## src/rtl/run_sequencer_pkg.sv

```systemverilog
// Shared types and default sizes for the run sequencer.
package run_sequencer_pkg;

   // Lifecycle of one program run on the core.
   typedef enum logic [1:0] {
      RS_IDLE,
      RS_LAUNCH,
      RS_RUN,
      RS_DONE
   } run_state_t;

   localparam int unsigned      DEF_PC_W    = 10;
   localparam int unsigned      DEF_NPROG   = 4;
   localparam int unsigned      DEF_SEL_W   = 2;
   localparam int unsigned      DEF_CT_W    = 16;
   localparam logic [15:0]      DEF_TIMEOUT = 16'hFFF0;

endpackage : run_sequencer_pkg

```

## src/rtl/run_sequencer_entry_table.sv

```systemverilog
// Program entry-PC table: one synchronous write port, one combinational
// read port, cleared by the synchronous Reset.
module run_entry_table
   import run_sequencer_pkg::*;
#(
   parameter int unsigned PC_W  = DEF_PC_W,
   parameter int unsigned NPROG = DEF_NPROG,
   parameter int unsigned SEL_W = DEF_SEL_W
) (
   input  logic             clk,
   input  logic             reset,
   input  logic             wr_en,
   input  logic [SEL_W-1:0] wr_addr,
   input  logic [PC_W-1:0]  wr_data,
   input  logic [SEL_W-1:0] rd_addr,
   output logic [PC_W-1:0]  rd_data
);

   logic [PC_W-1:0] table_q [NPROG];
   logic [PC_W-1:0] table_d [NPROG];

   // Next table contents: apply the pending write, if any.
   always_comb begin
      // NOTE: copy the current contents first so every path assigns table_d and no latch is inferred.
      table_d = table_q;
      if (wr_en) begin
         table_d[wr_addr] = wr_data;
      end
   end

   // Table storage; a write becomes visible the cycle after it is issued.
   always_ff @(posedge clk) begin
      if (reset) begin
         // NOTE: this small array is cleared on reset so an unwritten slot always launches at PC 0.
         table_q <= '{default: '0};
      end else begin
         // NOTE: registers update with non-blocking assignments; combinational blocks use blocking ones.
         table_q <= table_d;
      end
   end

   // Read is combinational, so a same-cycle write is not yet seen.
   assign rd_data = table_q[rd_addr];

endmodule : run_entry_table

```

## src/rtl/run_sequencer.sv

```systemverilog
// Run sequencer: launches the core at a selected entry PC, counts run
// cycles, watches the core halt flag and reports Done / Timeout.
// Optional macro SINGLE_STEP_EN adds StepMode/Step inputs and CoreEn output
// for stepping the core one enabled cycle per Step rising edge.
module run_sequencer
   import run_sequencer_pkg::*;
#(
   parameter int unsigned      PC_W    = DEF_PC_W,
   parameter int unsigned      NPROG   = DEF_NPROG,
   parameter int unsigned      SEL_W   = DEF_SEL_W,
   parameter int unsigned      CT_W    = DEF_CT_W,
   parameter logic [CT_W-1:0]  TIMEOUT = DEF_TIMEOUT
) (
   input  logic             Clk,
   input  logic             Reset,
   input  logic             Start,
   input  logic [SEL_W-1:0] ProgSel,
   input  logic             CfgWrEn,
   input  logic [SEL_W-1:0] CfgAddr,
   input  logic [PC_W-1:0]  CfgData,
   input  logic             CoreAck,
`ifdef SINGLE_STEP_EN
   input  logic             StepMode,
   input  logic             Step,
   output logic             CoreEn,
`endif
   output logic             CoreStart,
   output logic [PC_W-1:0]  StartPC,
   output logic             Busy,
   output logic             Done,
   output logic             Timeout,
   output logic [CT_W-1:0]  CycleCt
);

   run_state_t      state_q,    state_d;
   logic            start_q,    start_d;
   logic [PC_W-1:0] start_pc_q, start_pc_d;
   logic [CT_W-1:0] cycle_ct_q, cycle_ct_d;
   logic            timeout_q,  timeout_d;

   logic            start_req;
   logic [PC_W-1:0] entry_pc;
   logic            run_en;     // core executes this cycle
   logic            ack_valid;  // CoreAck may be trusted this cycle

   run_entry_table #(
      .PC_W  (PC_W),
      .NPROG (NPROG),
      .SEL_W (SEL_W)
   ) u_table (
      .clk     (Clk),
      .reset   (Reset),
      .wr_en   (CfgWrEn),
      .wr_addr (CfgAddr),
      .wr_data (CfgData),
      .rd_addr (ProgSel),
      .rd_data (entry_pc)
   );

   assign start_req = Start & ~start_q;

`ifdef SINGLE_STEP_EN
   logic step_q,    step_d;
   logic en_prev_q, en_prev_d;
   logic step_pulse;

   assign step_pulse = (state_q == RS_RUN) && Step && !step_q;

   // Step edge tracking; CoreAck is only meaningful right after a step.
   always_comb begin
      step_d    = Step;
      en_prev_d = StepMode && step_pulse;
      run_en    = StepMode ? step_pulse : 1'b1;
      ack_valid = StepMode ? en_prev_q : 1'b1;
      CoreEn    = StepMode ? step_pulse : Busy;
   end

   // Step edge and previous-enable registers.
   always_ff @(posedge Clk) begin
      if (Reset) begin
         step_q    <= 1'b0;
         en_prev_q <= 1'b0;
      end else begin
         step_q    <= step_d;
         en_prev_q <= en_prev_d;
      end
   end
`else
   assign run_en    = 1'b1;
   assign ack_valid = 1'b1;
`endif

   // Next-state and datapath updates for the run lifecycle.
   always_comb begin
      state_d    = state_q;
      start_d    = Start;
      start_pc_d = start_pc_q;
      cycle_ct_d = cycle_ct_q;
      timeout_d  = timeout_q;
      case (state_q)
         RS_IDLE, RS_DONE: begin
            if (start_req) begin
               state_d    = RS_LAUNCH;
               start_pc_d = entry_pc;
               cycle_ct_d = '0;
               timeout_d  = 1'b0;
            end
         end
         RS_LAUNCH: begin
            // CoreAck may still reflect the previous program's fetch.
            state_d = RS_RUN;
         end
         RS_RUN: begin
            if (ack_valid && CoreAck) begin
               state_d = RS_DONE;
            end else if (run_en) begin
               if (cycle_ct_q == TIMEOUT - 1'b1) begin
                  cycle_ct_d = TIMEOUT;
                  timeout_d  = 1'b1;
                  state_d    = RS_DONE;
               end else begin
                  cycle_ct_d = cycle_ct_q + 1'b1;
               end
            end
         end
         default: state_d = RS_IDLE;
      endcase
   end

   // State and datapath registers.
   always_ff @(posedge Clk) begin
      if (Reset) begin
         state_q    <= RS_IDLE;
         start_q    <= 1'b0;
         start_pc_q <= '0;
         cycle_ct_q <= '0;
         timeout_q  <= 1'b0;
      end else begin
         state_q    <= state_d;
         start_q    <= start_d;
         start_pc_q <= start_pc_d;
         cycle_ct_q <= cycle_ct_d;
         timeout_q  <= timeout_d;
      end
   end

   assign CoreStart = (state_q == RS_LAUNCH);
   assign Busy      = (state_q == RS_LAUNCH) || (state_q == RS_RUN);
   assign Done      = (state_q == RS_DONE);
   assign Timeout   = timeout_q;
   assign StartPC   = start_pc_q;
   assign CycleCt   = cycle_ct_q;

endmodule : run_sequencer

```

## config.mk

```make
export PLATFORM = sky130hd
export DESIGN_NAME = run_sequencer
export DESIGN_NICKNAME = d
export VERILOG_FILES = /design/src/rtl/run_sequencer_pkg.sv /design/src/rtl/run_sequencer_entry_table.sv /design/src/rtl/run_sequencer.sv
export SDC_FILE = /design/constraint.sdc
export NUM_CORES = 1
export LEC_CHECK = 0
export CAP_MARGIN = 20
export CORE_MARGIN = 4
export CORE_UTILIZATION = 50
export CTS_CLUSTER_SIZE = 30
export DETAILED_ROUTE_END_ITERATION = 6
export GPL_TIMING_DRIVEN = 0
export HOLD_SLACK_MARGIN = 0.12
export PLACE_DENSITY_LB_ADDON = 0.3
export RECOVER_POWER = 25
export SYNTH_ARGS = -nofsm -noshare
export SYNTH_HDL_FRONTEND = slang
export SYNTH_SLANG_ARGS = --single-unit
export TNS_END_PERCENT = 30
```

## constraint.sdc

```tcl
create_clock -name Clk -period 2.4 [get_ports Clk]
set_input_delay 0.6 -clock Clk [delete_from_list [all_inputs] [get_ports Clk]]
set_output_delay 0.6 -clock Clk [all_outputs]
set_load 0.01 [all_outputs]
```

==> reports/metrics.cfg, run 1 <==
[floorplan]
dieArea_um2=7913
die_y_um=88.96
die_w_um=88.96
rows=29
initial_utilization=0.5161
ioPinCount=49
core_um2=6350

[yosys]
syn-cell-area_um2=3277
yosysMostFrequentCell=nand2_1
synth_top_area_frac=0.4276
synth_flop_cell=dfxtp_1
synth-async-reset-ratio=0
avgSynthCellArea_um2=8.856
synth_largest_area_cell=dfxtp_1
synth_edf_count=0
ys_seq_elements=70
synth_cell_types=49
synth_fp_nets=394
yosysWarningCount=0
synthCells=370
synth_area_leaders=dfxtp_1, nand2_1, a21oi_1
yosys-top-cells-count=nand2_1, dfxtp_1, a21oi_1
yosysSeqAreaShare=0.4276

[clock_tree]
ctsResizeCount=2
postCtsHoldBufs=0
htree_levels=3
cts_max_path_buffers=2
cts_tree=built
cts-root-buf=clkbuf_8
insertion_delay_ps=350
cts.reportedPaths.clkPinSlew_ps=70
post-cts-setup-buffers=0
cts_buffers=9
cts_sinks=70

[job]
cap_violations=0

[sta]
rsz0062_at_grt=false
worst_pin_slew_ps=841.7
finalMaxSlewViolations=0
setup_viol=0
fin_skew_ps=9.487
fin_setup_tns_ps=0
hold_viol_final=0
period_needed_ps=2305
fin_crit_sh=0.9603
max_slew_margin=0.4368
fmax_ghz=0.4339

[detailed_routing]
drt-initial-drc-count=247
drc=0
vias=2898
drt-pass1-iter-count=5
totalWireLength_um=7931
routedWlPerCell_um=15.58
ant_nets=0
viasPerCell=5.694

[power]
peakVddDrop_uv=345.8
p_int_mw=1.905
switching_share=0.3268
power.share.combinational=0.255
power_density_nw_per_um2=705.2
switchingPower_mw=0.9247
clockPowerShare=0.304
p_seq_frac=0.441
power_leakage_nw=1.427

[critical_path]
worstSetupEndpointType=output port
rr_worst_depth=9
r2r-start=state_q[0]
arrival_ps=1700
worst-endpoint-required_ps=1800
r2r_end=CycleCt[6]
r2r_slack_ps=390
crit_path_max_fanout=7
crit_path_start=state_q[0]
worstSetupPathType=reg -> out
critPathCapture=Busy
worstSetupStartpointType=flip-flop

[global_route]
grt_first_pass_wirelength_um=13160
first_global_vias=2678
grt_overflow=0
antenna_found_initial=0
grt_use_total=0.2183
grt_max_degree=13

[final_layout]
num-fill-cells=529
antenna_cells_inserted=0
area_growth_syn_to_layout_pct=22.45
drive_gt1_frac=0.1204
finalNonFillerCells=509
finalNetCount=451

[outcome]
outcome=completed

[place]
gp_congestion=0.8768
dp_hpwl_um=5598
portBuffers=46
dp_cells=493

[worst_hold_path]
hold_path_startpoint=StartPC[6]
hold_class=reg -> reg

sequential cells by signal (all words and copies together) (netlist names):
register	count
CycleCt	16
StartPC	10
Timeout	1
start_q	1
state_q	2
u_table.table_q	40
metrics by stage:
| step | cell area, µm² | hold WS (ps) | worst slack (ps) | power [mW] | utilization |
|---|---|---|---|---|---|
| 4_1_cts | 4023 | 459.0 | 77.85 | 2.840 | 0.6335 |
| 3_3_place_gp | 3834 | 439.3 | 58.36 | 1.957 | 0.6037 |
| 5_1_grt | 4013 | 473.3 | 1.576 | 2.974 | 0.6319 |
| 6_report | 4013 | 454.0 | 95.38 | 2.830 | 0.6319 |
| 2_1_floorplan | 3277 | 430.5 | 607.1 | 1.726 | - |
| 3_5_place_dp | 3834 | 448.4 | 41.17 | 1.970 | 0.6037 |
worst min path at each step:
stage | endpoint | slack [ps] | cells past startpoint
floorplan | u_table.table_q[9] | 430 | 2
finish | StartPC[6] | 450 | 2
global placement | u_table.table_q[19] | 440 | 2
detailed placement | u_table.table_q[7] | 450 | 2
CTS | u_table.table_q[2] | 460 | 2
global route | u_table.table_q[19] | 470 | 2
layout by cell type, fill, tap and decap left out, types with 3 or more instances in the layout:
cell type | netlist | final
and2_1 | 3 | 3
mux4_2 | 10 | 10
o21ai_0 | 12 | 12
o22ai_1 | 3 | 3
clkdlybuf4s50_1 | 0 | 44
a31oi_1 | 3 | 3
clkbuf_1 | 11 | 13
nand3_1 | 3 | 3
clkbuf_8 | 2 | 11
buf_2 | 6 | 6
mux2i_1 | 21 | 21
nor3_1 | 5 | 5
a21oi_1 | 52 | 52
dfxtp_1 | 70 | 69
nor2_1 | 31 | 31
or2_2 | 3 | 3
ha_1 | 5 | 4
nand2_1 | 75 | 75
inv_1 | 4 | 4
nand2b_1 | 6 | 6
nand3b_1 | 3 | 3
nor4_1 | 3 | 3
cell families (layout without fill, tap and decap cells):
family                     after synthesis  in the layout  synth area share
AOI/OAI and AO/OA                       84             84            0.1428
adders and majority gates                5              5           0.01909
buffers and inverters                   26             88           0.04200
DFF                                     70             70            0.4276
muxes                                   31             31            0.1329
and+or+nand+nor                        154            154            0.2356
power by group through the flow:
stage | registers (mW) | logic [mW] | clock network [mW]
floorplan | 1.26 | 0.461 | 0
global placement | 1.27 | 0.691 | 0
detailed placement | 1.27 | 0.702 | 0
CTS | 1.25 | 0.724 | 0.870
global route | 1.25 | 0.797 | 0.924
finish | 1.25 | 0.722 | 0.861
layer usage:
| layer | routed length (µm) | global-route usage | vias to the layer above |
|---|---|---|---|
| li1 | - | - | 1419 |
| met1 | 3548 | 0.2944 | 1345 |
| met5 | 0 | 0 | - |
| met4 | 157 | 0.08660 | 0 |
| met3 | 522 | 0.04332 | 18 |
| met2 | 3703 | 0.3462 | 116 |
worst max-delay path: stages, from the launching register on:
cell	delay, ps
dfxtp_2	370
inv_1	80
ha_4	260
inv_1	100
clkdlybuf4s50_1	540
layout make-up:
type | instances | area, µm² | share of cell area
sequential | 70 | 1403 | 0.3495
clock buffer | 11 | 141.4 | 0.03524
clock inverter | 5 | 33.78 | 0.008419
timing repair buffer | 46 | 460.4 | 0.1147
buffer | 21 | 108.9 | 0.02713
inverter | 5 | 18.77 | 0.004677
multi-input combinational | 274 | 1750 | 0.4362
tap | 77 | 96.34 | 0.02401
Power figures use the tool's default switching activity.
==> run 2: changes to the inputs <==
Settings changed: CTS_BUF_LIST set to sky130_fd_sc_hd__clkbuf_8.
==> run 2 against run 1 <==
  * Clock skew shrank 3.2 ps
  * Register-to-register slack is essentially flat
  * Die area is the same
  * Worst hold slack is essentially flat
  * Count of clock-buffer cells in the layout shrank 1
  * Highest routed layer unchanged
  * Non-clock buffer count is the same
==> reports/metrics.cfg, run 2 (synthesized netlist as in run 1, its figures left out) <==
[final_layout]
largest-register=u_table.table_q
multiInputGateArea_um2=1750  ; unchanged
seq_area_um2=1403  ; unchanged
antenna_cells_inserted=0  ; unchanged
area_growth_syn_to_layout_pct=22.45  ; unchanged
largest_reg_flops=40  ; unchanged
final_cell_mix=nand2_1, dfxtp_1, a21oi_1
final_common_cell=nand2_1
finalNetCount=451  ; unchanged
drive_gt1_frac=0.1204  ; unchanged
num-fill-cells=529  ; unchanged

[sta]
fin_setup_tns_ps=0  ; unchanged
finalMaxSlewViolations=0  ; unchanged
fin_skew_ps=6.287  ; -3.200 ps
hold_viol_final=0  ; unchanged
fin_crit_sh=0.9603  ; about the same
max_slew_margin=0.4372  ; about the same
holdWs_ps=454.1  ; +0.05100 ps
setup_viol=0  ; unchanged
worst_pin_slew_ps=841.2  ; -0.5130 ps
rsz0062_at_grt=false
fmax_ghz=0.4339  ; about the same
period_needed_ps=2305  ; +0.05110 ps

[critical_path]
arrival_ps=1700  ; about the same
worstSetupEndpointType=output port
worstSetupPathType=reg -> out
crit_path_max_fanout=7  ; unchanged
worst-endpoint-required_ps=1800  ; about the same
worstSetupStartpointType=flip-flop

[outcome]
outcome=completed

[power]
power_leakage_nw=1.431  ; +0.29%
fin_total_pwr_mw=2.823  ; -0.25%
peakVddDrop_uv=345.8  ; about the same
power_density_nw_per_um2=703.5  ; -0.25%

[global_route]
antenna_found_initial=0  ; unchanged
grt_first_pass_wirelength_um=13160  ; unchanged
grt_max_degree=13  ; unchanged
first_global_vias=2678  ; unchanged
grt_use_total=0.2183  ; unchanged
grt_overflow=0  ; unchanged

[detailed_routing]
drt-pass1-iter-count=5  ; unchanged
drt-initial-drc-count=247  ; unchanged
routedWlPerCell_um=15.55  ; -0.19%
drc=0  ; unchanged
totalWireLength_um=7916  ; -0.19%
vias=2902  ; +0.14%
ant_nets=0  ; unchanged
viasPerCell=5.701  ; +0.14%

[floorplan]
ioPinCount=49  ; unchanged
core_um2=6350  ; unchanged
rows=29  ; unchanged
die_y_um=88.96  ; unchanged
die_w_um=88.96  ; unchanged
initial_utilization=0.5161  ; unchanged
dieArea_um2=7913  ; unchanged

[clock_tree]
htree_levels=3  ; unchanged
insertion_delay_ps=350  ; about the same
cts_buffers=9  ; unchanged
cts_tree=built
cts_max_path_buffers=2  ; unchanged
cts.reportedPaths.clkPinSlew_ps=70  ; about the same
cts_sinks=70  ; unchanged
post-cts-setup-buffers=0  ; unchanged
cts-root-buf=clkbuf_8

[worst_hold_path]
hold_class=reg -> reg

[job]
cap_violations=0  ; unchanged

[place]
portBuffers=46  ; unchanged
gp_congestion=0.8768  ; unchanged
dp_hpwl_um=5598  ; unchanged

[run 2: cell count changes in the layout (fill, tap and decap cells not counted)]
cell and delta:
clkbuf_1 -1, inv_1 +1
[run 2: metal layers]
metal,up-vias,GRT usage,routed length [µm]
met5,-,0,0
met4,0,0.08660,157
met3,18,0.04332,528
met2,117,0.3462,3710
met1,1348,0.2944,3520
li1,1419,-,-
[run 2: repair_timing]
item                                    in CTS  in global routing
resized for setup                            2                  0
hold endpoints to repair                     0                  0
endpoints found under the setup margin       1                  0
hold buffers                                 0                  0
[run 2: cell type report]
| type | instances | share of cell area |
|---|---|---|
| tap | 77 | 0.02401 |
| timing repair buffer | 46 | 0.1147 |
| inverter | 5 | 0.004677 |
| clock inverter | 6 | 0.009355 |
| multi-input combinational | 274 | 0.4362 |
| buffer | 21 | 0.02713 |
| clock buffer | 10 | 0.03430 |
| sequential | 70 | 0.3495 |
[run 2: worst max-delay path: stages, from the launching register on]
cell and delay (ps):
dfxtp_2 370, inv_1 80, ha_4 260, inv_1 100
clkdlybuf4s50_1 540
[run 2: final timing paths]
kind                   start    endpoint  slack (ps)  cells after the start
hold reg to reg   StartPC[6]  StartPC[6]         450                      2
setup reg to reg  state_q[0]  CycleCt[6]         390                      9
hold / removal    StartPC[6]  StartPC[6]         450                      2
setup / recovery  state_q[0]        Busy         100                      4
[run 2: power by group]
| group | switching, mW | internal (mW) | total (mW) |
|---|---|---|---|
| clock | 0.455 | 0.399 | 0.854 |
| combinational | 0.430 | 0.293 | 0.722 |
| sequential | 0.0373 | 1.21 | 1.25 |
[run 2: per-stage QoR]
stage	instance area, µm²	utilization	setup slack, ps	instances
floorplan	3277	-	607.1	370
global placement	3834	0.6037	58.36	493
detailed placement	3834	0.6037	41.17	493
CTS	4023	0.6335	77.85	509
global route	4013	0.6319	1.576	509
finish	4013	0.6319	95.33	509
==> run 3: changes to the inputs <==
Settings changed: SETUP_SLACK_MARGIN set to 0.4.
==> run 3 against run 2 <==
  * Count of clock-buffer cells in the layout did not move
  * Clock skew about the same
  * Largest cell class unchanged
  * Sequential share of layout area increased by 0.11 points
  * Final cell count did not move
  * Via count down 0.69%
  * Sequential power about the same
  * Combinational power decreased by 1%
  * Critical endpoint is now CycleCt[5]
==> reports/metrics.cfg, run 3 (synthesized netlist as in run 1, its figures left out) <==
[sta]
hold_viol_final=0  ; unchanged
fin_skew_ps=5.975  ; -0.3114 ps
rsz0062_at_grt=true
setup_viol=0  ; unchanged
fin_setup_tns_ps=0  ; unchanged
fin_crit_sh=0.8498  ; -0.1105
max_slew_margin=0.4465  ; +0.009298
fmax_ghz=0.4903  ; +13%
finalMaxSlewViolations=0  ; unchanged
period_needed_ps=2039  ; -265.2 ps
worst_pin_slew_ps=827.3  ; -13.90 ps

[clock_tree]
insertion_delay_ps=350  ; about the same
cts.reportedPaths.clkPinSlew_ps=70  ; about the same
cts_sinks=70  ; unchanged
postCtsHoldBufs=0  ; unchanged
htree_levels=3  ; unchanged
cts_max_path_buffers=2  ; unchanged
cts-root-buf=clkbuf_8
cts_tree=built
post-cts-setup-buffers=0  ; unchanged
cts_buffers=9  ; unchanged

[final_layout]
area_growth_syn_to_layout_pct=22.72
final_area_um2=4021  ; +0.22%
finalNetCount=451  ; unchanged
final_cell_mix=nand2_1, dfxtp_1, a21oi_1
drive_gt1_frac=0.1366  ; +0.01620
final_common_cell=nand2_1
antenna_cells_inserted=0  ; unchanged
final_core_util=0.6333  ; +0.001379
largest-register=u_table.table_q
largest_reg_flops=40  ; unchanged

[place]
portBuffers=46  ; unchanged
dp_hpwl_um=5598  ; unchanged
gp_congestion=0.8768  ; unchanged
dpl_cell_area_um2=3834  ; unchanged

[critical_path]
cp_cell_sequence=clkdlybuf4s50_1
worst-endpoint-required_ps=1800  ; about the same
r2r_end=CycleCt[12]
crit_path_max_fanout=8  ; +1
crit_family=buffers and inverters
worstSetupPathType=reg -> out
critPathSlowestCell=clkdlybuf4s50_1
critical_path_buf_inv_count=1  ; -2
arrival_ps=1440  ; -260 ps
r2r-start=CycleCt[0]
r2r_slack_ps=490  ; +100 ps
worstSetupEndpointType=output port
worstSetupStartpointType=flip-flop
slowest_delay_ps=600  ; +60 ps
rr_worst_depth=7  ; -2
cp.depth=1  ; -3

[power]
power_leakage_nw=1.447  ; +1.1%
peakVddDrop_uv=327.0  ; -5.5%
power_density_nw_per_um2=701.1  ; -0.33%

[worst_hold_path]
hold_path_end=StartPC[6]
hold_path_startpoint=StartPC[6]
hold_depth=2  ; unchanged
hold_class=reg -> reg

[global_route]
grt_first_pass_wirelength_um=13200  ; +0.31%
grt_overflow=0  ; unchanged
first_global_vias=2682  ; +0.15%
antenna_found_initial=0  ; unchanged
grt_max_degree=13  ; unchanged
grt_use_total=0.2191  ; +0.0007709

[floorplan]
dieArea_um2=7913  ; unchanged
rows=29  ; unchanged
die_w_um=88.96  ; unchanged
initial_utilization=0.5161  ; unchanged
ioPinCount=49  ; unchanged
die_y_um=88.96  ; unchanged
core_um2=6350  ; unchanged

[detailed_routing]
drt-pass1-iter-count=4  ; -1
viasPerCell=5.662  ; -0.69%
ant_nets=0  ; unchanged
drt-initial-drc-count=259  ; +4.9%
drc=0  ; unchanged
vias=2882  ; -0.69%
routedWlPerCell_um=15.57  ; +0.14%
totalWireLength_um=7927  ; +0.14%

[job]
cap_violations=0  ; unchanged

[outcome]
outcome=completed

-- run 3: cell count changes in the layout (fill, tap and decap cells not counted), sizes merged --
| cell | change |
|---|---|
| dlygate4sd2 | +2 |
| clkdlybuf4s50 | -3 |
| clkbuf | +1 |
-- run 3: worst max-delay path by stage --
| stage | from | endpoint |
|---|---|---|
| after detailed placement | Start | CycleCt[6] |
| after CTS | state_q[0] | Busy |
| after global routing | Reset | state_q[1] |
| final | CycleCt[5] | CycleCt[5] |
| after global placement | Start | CycleCt[6] |
| after floorplan | state_q[0] | CycleCt[6] |
-- run 3: per-stage QoR --
| stage | hold slack [ps] | setup WS [ps] | std cells | power, mW |
|---|---|---|---|---|
| finish | 454.3 | 360.6 | 509 | 2.819 |
| global route | 473.3 | 261.1 | 509 | 2.972 |
| CTS | 459.0 | 337.6 | 509 | 2.819 |
| detailed placement | 448.4 | 41.17 | 493 | 1.970 |
| global placement | 439.3 | 58.36 | 493 | 1.957 |
| floorplan | 430.5 | 607.1 | 370 | 1.726 |
-- run 3: layout make-up --
type | instances | area (µm²)
Buffer | 21 | 112.6
Clock buffer | 10 | 137.6
Clock inverter | 6 | 37.54
Fill cell | 532 | 2328
Inverter | 5 | 18.77
Multi-Input combinational cell | 274 | 1755
Sequential cell | 70 | 1410
Tap cell | 77 | 96.34
Timing Repair Buffer | 46 | 452.9
-- run 3: repair_timing --
action / CTS / global route
endpoints found under the setup margin: 18 / 24
gates cloned: 0 / 0
resized for setup: 8 / 9
pin swaps: 0 / 0
-- run 3: where the power goes --
group,internal [mW],leakage (nW),switching (mW)
registers,1.21,0.570,0.0371
clock network,0.399,0.0899,0.455
logic,0.282,0.787,0.433
total,1.89,1.45,0.925
-- run 3: metal layers --
layer	GRT usage	part of all wire	vias to the layer above
met3	0.04332	0.064	14
met1	0.2944	0.44	1356
li1	-	-	1416
met5	0	0	-
met2	0.3489	0.48	96
met4	0.08660	0.015	0
